## config.mk

```make
export PLATFORM = sky130hd
export DESIGN_NAME = exec_step_controller
export DESIGN_NICKNAME = d
export VERILOG_FILES = /design/src/rtl/exec_step_controller.sv
export SDC_FILE = /design/constraint.sdc
export NUM_CORES = 1
export LEC_CHECK = 0
export ABC_AREA = 0
export ABC_CLOCK_PERIOD_IN_PS = 1800
export CORE_MARGIN = 4
export CORE_UTILIZATION = 39
export CTS_CLUSTER_SIZE = 14
export DETAILED_ROUTE_END_ITERATION = 12
export GPL_ROUTABILITY_DRIVEN = 0
export PLACE_DENSITY = 0.74
export SYNTH_ARGS = -nofsm -noshare
export SYNTH_HDL_FRONTEND = slang
export SYNTH_SLANG_ARGS = --single-unit
```

## constraint.sdc

```tcl
create_clock -name clk_2 -period 1.8 [get_ports clk_2]
set_clock_uncertainty 0.1 [all_clocks]
set_input_delay 0.36 -clock clk_2 [delete_from_list [all_inputs] [get_ports clk_2]]
set_output_delay 0.36 -clock clk_2 [all_outputs]
set_load 0.05 [all_outputs]
```

## src/rtl/exec_step_controller.sv

```systemverilog
// Execution sequencer for the lab datapath: produces the one-cycle cpu_en pulse
// in IDLE / single-STEP / divided RUN / BREAK-on-PC modes.
module exec_step_controller #(
   parameter int unsigned NBITS_PC = 8,
   parameter int unsigned RUN_DIV  = 4,
   parameter int unsigned CNT_BITS = 16
) (
   input  logic                clk_2,
   input  logic                reset,
   input  logic                step_btn,
   input  logic                run_sw,
   input  logic                halt_req,
   input  logic                bp_en,
   input  logic [NBITS_PC-1:0] bp_addr,
   input  logic [NBITS_PC-1:0] pc,
   output logic                cpu_en,
   output logic [1:0]          state,
   output logic                bp_hit,
   output logic [CNT_BITS-1:0] instr_count
);

   localparam int unsigned DIV_BITS = $clog2(RUN_DIV);
   localparam logic [DIV_BITS-1:0] DIV_LAST = DIV_BITS'(RUN_DIV - 1);

   localparam logic [1:0] StIdle  = 2'b00;
   localparam logic [1:0] StStep  = 2'b01;
   localparam logic [1:0] StRun   = 2'b10;
   localparam logic [1:0] StBreak = 2'b11;

   logic [1:0]          state_q, state_d;
   logic [DIV_BITS-1:0] div_cnt_q, div_cnt_d;
   logic                s1_q, s2_q, s3_q;
   logic                cpu_en_q;
   logic                bp_hit_q;
   logic [CNT_BITS-1:0] instr_count_q, instr_count_d;
   logic                step_pulse;
   logic                run_pulse;

   // Rising edge of the synchronized button; a long hold yields one pulse.
   assign step_pulse = s2_q & ~s3_q;

   always_comb begin
      state_d   = state_q;
      div_cnt_d = div_cnt_q;
      run_pulse = 1'b0;
      unique case (state_q)
         StIdle: begin
            div_cnt_d = '0;
            if (halt_req) begin
               state_d = StIdle;
            end else if (step_pulse) begin
               state_d = StStep;
            end else if (run_sw) begin
               state_d = StRun;
            end
         end
         StStep: begin
            div_cnt_d = '0;
            state_d   = StIdle;
         end
         StRun: begin
            if (halt_req || !run_sw) begin
               state_d   = StIdle;
               div_cnt_d = '0;
            end else if (div_cnt_q == DIV_LAST) begin
               div_cnt_d = '0;
               // pc only moves after a pulse, so this compares the next fetch address
               if (bp_en && (pc == bp_addr)) begin
                  state_d = StBreak;
               end else begin
                  run_pulse = 1'b1;
               end
            end else begin
               div_cnt_d = div_cnt_q + 1'b1;
            end
         end
         StBreak: begin
            div_cnt_d = '0;
            if (halt_req || !run_sw) begin
               state_d = StIdle;
            end else if (step_pulse) begin
               state_d = StStep;
            end
         end
         default: begin
            state_d   = StIdle;
            div_cnt_d = '0;
         end
      endcase
   end

   assign instr_count_d = cpu_en_q ? instr_count_q + 1'b1 : instr_count_q;

   always_ff @(posedge clk_2) begin
      if (!reset) begin
         state_q       <= StIdle;
         div_cnt_q     <= '0;
         s1_q          <= 1'b0;
         s2_q          <= 1'b0;
         s3_q          <= 1'b0;
         cpu_en_q      <= 1'b0;
         bp_hit_q      <= 1'b0;
         instr_count_q <= '0;
      end else begin
         state_q       <= state_d;
         div_cnt_q     <= div_cnt_d;
         s1_q          <= step_btn;
         s2_q          <= s1_q;
         s3_q          <= s2_q;
         cpu_en_q      <= (state_d == StStep) | run_pulse;
         bp_hit_q      <= (state_d == StBreak);
         instr_count_q <= instr_count_d;
      end
   end

   assign cpu_en      = cpu_en_q;
   assign state       = state_q;
   assign bp_hit      = bp_hit_q;
   assign instr_count = instr_count_q;

endmodule

```

==> results.py <==
metrics = {
    "run_status": {
        "status": "finished clean",
    },
    "timing": {
        "hold_violations": 0,
        "setup_viol": 0,
        "max_slew.worst_pin.slew_ps": 332.6,
        "relSlewSlack_pct": 77.62,
        "finalCriticalPeriod_ps": 1721,
        "fin_crit_sh_pct": 95.60,
        "fmax_ghz": 0.5811,
        "slew_violations": 0,
        "rsz0062_at_grt": "false",
        "tns_ps": 0,
    },
    "floorplanning": {
        "coreArea_um2": 2805,
        "die_h_um": 62.80,
        "fp.dieW_um": 62.80,
        "rows": 19,
        "initial_utilization_pct": 41.75,
        "ios": 42,
        "die_area_um2": 3944,
    },
    "global_route": {
        "grt_overflow_total": 0,
        "grt_max_degree": 20,
        "grtUsageTotal_pct": 13.24,
        "antenna_found_initial": 0,
        "grt_pass1_vias": 1081,
        "grt_first_pass_wirelength_um": 4388,
    },
    "power_and_ir_drop": {
        "pwr-share-seq_pct": 61.4,
        "clockPowerShare_pct": 27.4,
        "power.density_nw_per_um2": 521.1,
        "ir_drop_v": 0.0003564,
        "power_switching_mw": 0.2037,
        "p_leak_nw": 0.7086,
        "swShare_pct": 22.79,
        "combPwrFrac_pct": 11.1,
        "p_int_mw": 0.6902,
    },
    "synth": {
        "post_synth_num_cell_types": 34,
        "synth_xor_area_share_pct": 14.96,
        "synth_seq_cells": 25,
        "synth_top_family_by_area": "simple AND/OR/NAND/NOR gates",
        "postSynthCellCount": 123,
        "syn-num-nets": 147,
        "synth.area.mux_share_pct": 0.8547,
        "synthSimpleGateAreaFrac_pct": 30.45,
        "ys_seq_area_share_pct": 42.74,
        "yosys_warnings": 0,
        "synth_area_um2": 1171,
        "synth-adder-area-share_pct": 2.137,
        "synth_compound_area_share_pct": 6.838,
        "synth.avg_cell_area_um2": 9.521,
    },
    "final_layout": {
        "area_growth_pct": 46.47,
        "nets": 197,
        "final_common_cell": "buf_4",
        "post-route-util_pct": 61.15,
        "multi_input_area_um2": 646.9,
        "final_cell_mix": "24 x buf_4, 21 x clkdlybuf4s50_1, 16 x and2_1",
        "fillerInstances": 237,
        "drive_gt1_share_pct": 27.91,
        "regArea_um2": 540.5,
        "diodes": 0,
        "finalNonFillerCells": 203,
    },
    "critical_path": {
        "slowest_stage": "or4_4",
        "endpoint_kind": "flop",
        "path_cells": "nand4_4 > or4_4 > or3_1 > a21boi_1",
        "endpoint": "instr_count[15]",
        "start_kind": "flop",
        "r2r_end": "instr_count[15]",
        "worstSetupPathType": "flop to flop",
        "r2r_start": "instr_count[5]",
        "cp.required_ps": 1950,
        "crit_start": "instr_count[5]",
        "ff2ff_setup_slack_ps": 80,
        "reg2reg_depth": 4,
        "crit_path_max_fanout": 5,
        "worstPathArrival_ps": 1880,
        "crit_path_max_incr_delay_ps": 560,
    },
    "cts": {
        "clkSinkCount": 25,
        "clock_path_buffers": 2,
        "cts_made_buffers": 3,
        "cts_tree": "yes",
        "h-tree-depth": 1,
        "cts_resized": 0,
        "clkLatencyLatePin_ps": 310,
        "ctsRootBufferMaster": "clkbuf_4",
        "clk_pin_slew_worst_paths_ps": 130,
    },
    "placed_design": {
        "dpl.cell_count": 196,
        "io_buffers": 41,
        "hpwl_um": 2011,
    },
    "routing": {
        "vias": 1018,
        "dr.pass1.iters": 4,
        "wirelength_um": 2454,
        "via_per_inst": 5.015,
        "drc": 0,
        "wire_per_inst_um": 12.09,
        "ant_nets": 0,
        "drt-initial-drc-count": 18,
    },
    "min_path": {
        "holdPathStages": 1,
        "min_path_type": "flop to flop",
    },
    "run": {
        "drv_cap": 0,
    },
}
-- cell type report --
class / count / share of cell area [%]
Clock buffer: 3 / 1.313
Clock inverter: 1 / 0.2918
Inverter: 3 / 0.6565
Multi-Input combinational cell: 92 / 37.71
Sequential cell: 25 / 31.51
Tap cell: 31 / 2.261
Timing Repair Buffer: 48 / 26.26
-- per-stage QoR --
step	worst slack [ps]	hold WS [ps]	power (mW)	instance area, um^2
final	79.25	338.3	0.8939	1715
after global routing	0.8988	375.5	0.9394	1715
after CTS	66.49	344.9	0.9077	1693
after detailed placement	-92.42	325.3	0.6620	1665
after global placement	-73.24	314.2	0.6598	1665
after floorplan	1.162	303.3	0.6001	1217
-- power by group through the flow --
stage	combinational, mW	clock (mW)	sequential (mW)
4_1_cts	0.101	0.258	0.549
3_5_place_dp	0.100	0	0.562
3_3_place_gp	0.0984	0	0.561
5_1_grt	0.109	0.280	0.550
2_1_floorplan	0.0322	0	0.568
6_report	0.0995	0.245	0.549
-- sequential cells by signal, summed over array words and instances, names as in the netlist --
name	cells
s1_q	1
s2_q	1
bp_hit	1
cpu_en	1
instr_count	16
div_cnt_q	2
state	2
s3_q	1
-- routing by layer --
metal	share of wire (%)	global-route usage, %	up-vias
met5	0	0	-
met4	1.6	3.857	0
met1	43	14.62	462
li1	-	-	527
met3	4.4	2.698	6
met2	51	25.17	23
-- what timing repair did --
action,4_1_cts,5_1_grt
endpoints found under the setup margin,0,2
hold buffers,0,0
setup buffers,0,3
-- kinds of logic (layout without fill, tap and decap cells) --
group | count (synthesis) | count (layout)
flops | 25 | 25
mux | 1 | 1
compound gates | 12 | 12
buf+inv | 6 | 55
simple gates | 57 | 57
xor+xnor | 20 | 20
fa+ha+maj | 2 | 2
-- synth_stat cells, drive strengths merged --
cell type | instances | area, um^2
nor4 | 3 | 18.77
clkbuf | 2 | 7.510
and2 | 16 | 100.1
and3 | 3 | 18.77
dfxtp | 25 | 500.5
a21oi | 1 | 5.000
nor3b | 1 | 7.510
nand2 | 6 | 22.52
nand3 | 5 | 25.02
xnor2 | 10 | 87.58
ha | 2 | 25.02
mux2i | 1 | 10.01
nor2b | 1 | 6.260
buf | 1 | 5.000
and4 | 2 | 18.77
and3b | 1 | 8.760
nor3 | 4 | 20.02
o21bai | 1 | 7.510
a31o | 1 | 8.760
nand4 | 7 | 58.81
a211oi | 1 | 7.510
a21boi | 4 | 30.02
xor2 | 10 | 87.58
nand2b | 2 | 12.51
or4 | 1 | 11.26
o21ai | 3 | 15.01
nor2 | 2 | 7.510
a31oi | 1 | 6.260
inv | 3 | 11.26
or3 | 3 | 20.02
-- worst max-delay path: cells and delay by family (launching register included) --
family             cells  cell delay [ps]
and+or+nand+nor        3             1030
DFF                    1              410
AOI/OAI and AO/OA      1              140
-- how the worst min path moves through the flow --
stage | to | start
after floorplan | div_cnt_q[0] | div_cnt_q[0]
after global placement | div_cnt_q[0] | div_cnt_q[0]
after detailed placement | s2_q | s1_q
after CTS | div_cnt_q[0] | div_cnt_q[0]
after global routing | div_cnt_q[0] | div_cnt_q[0]
final | div_cnt_q[0] | div_cnt_q[0]
Note: power is estimated with default switching activity, not from simulation.
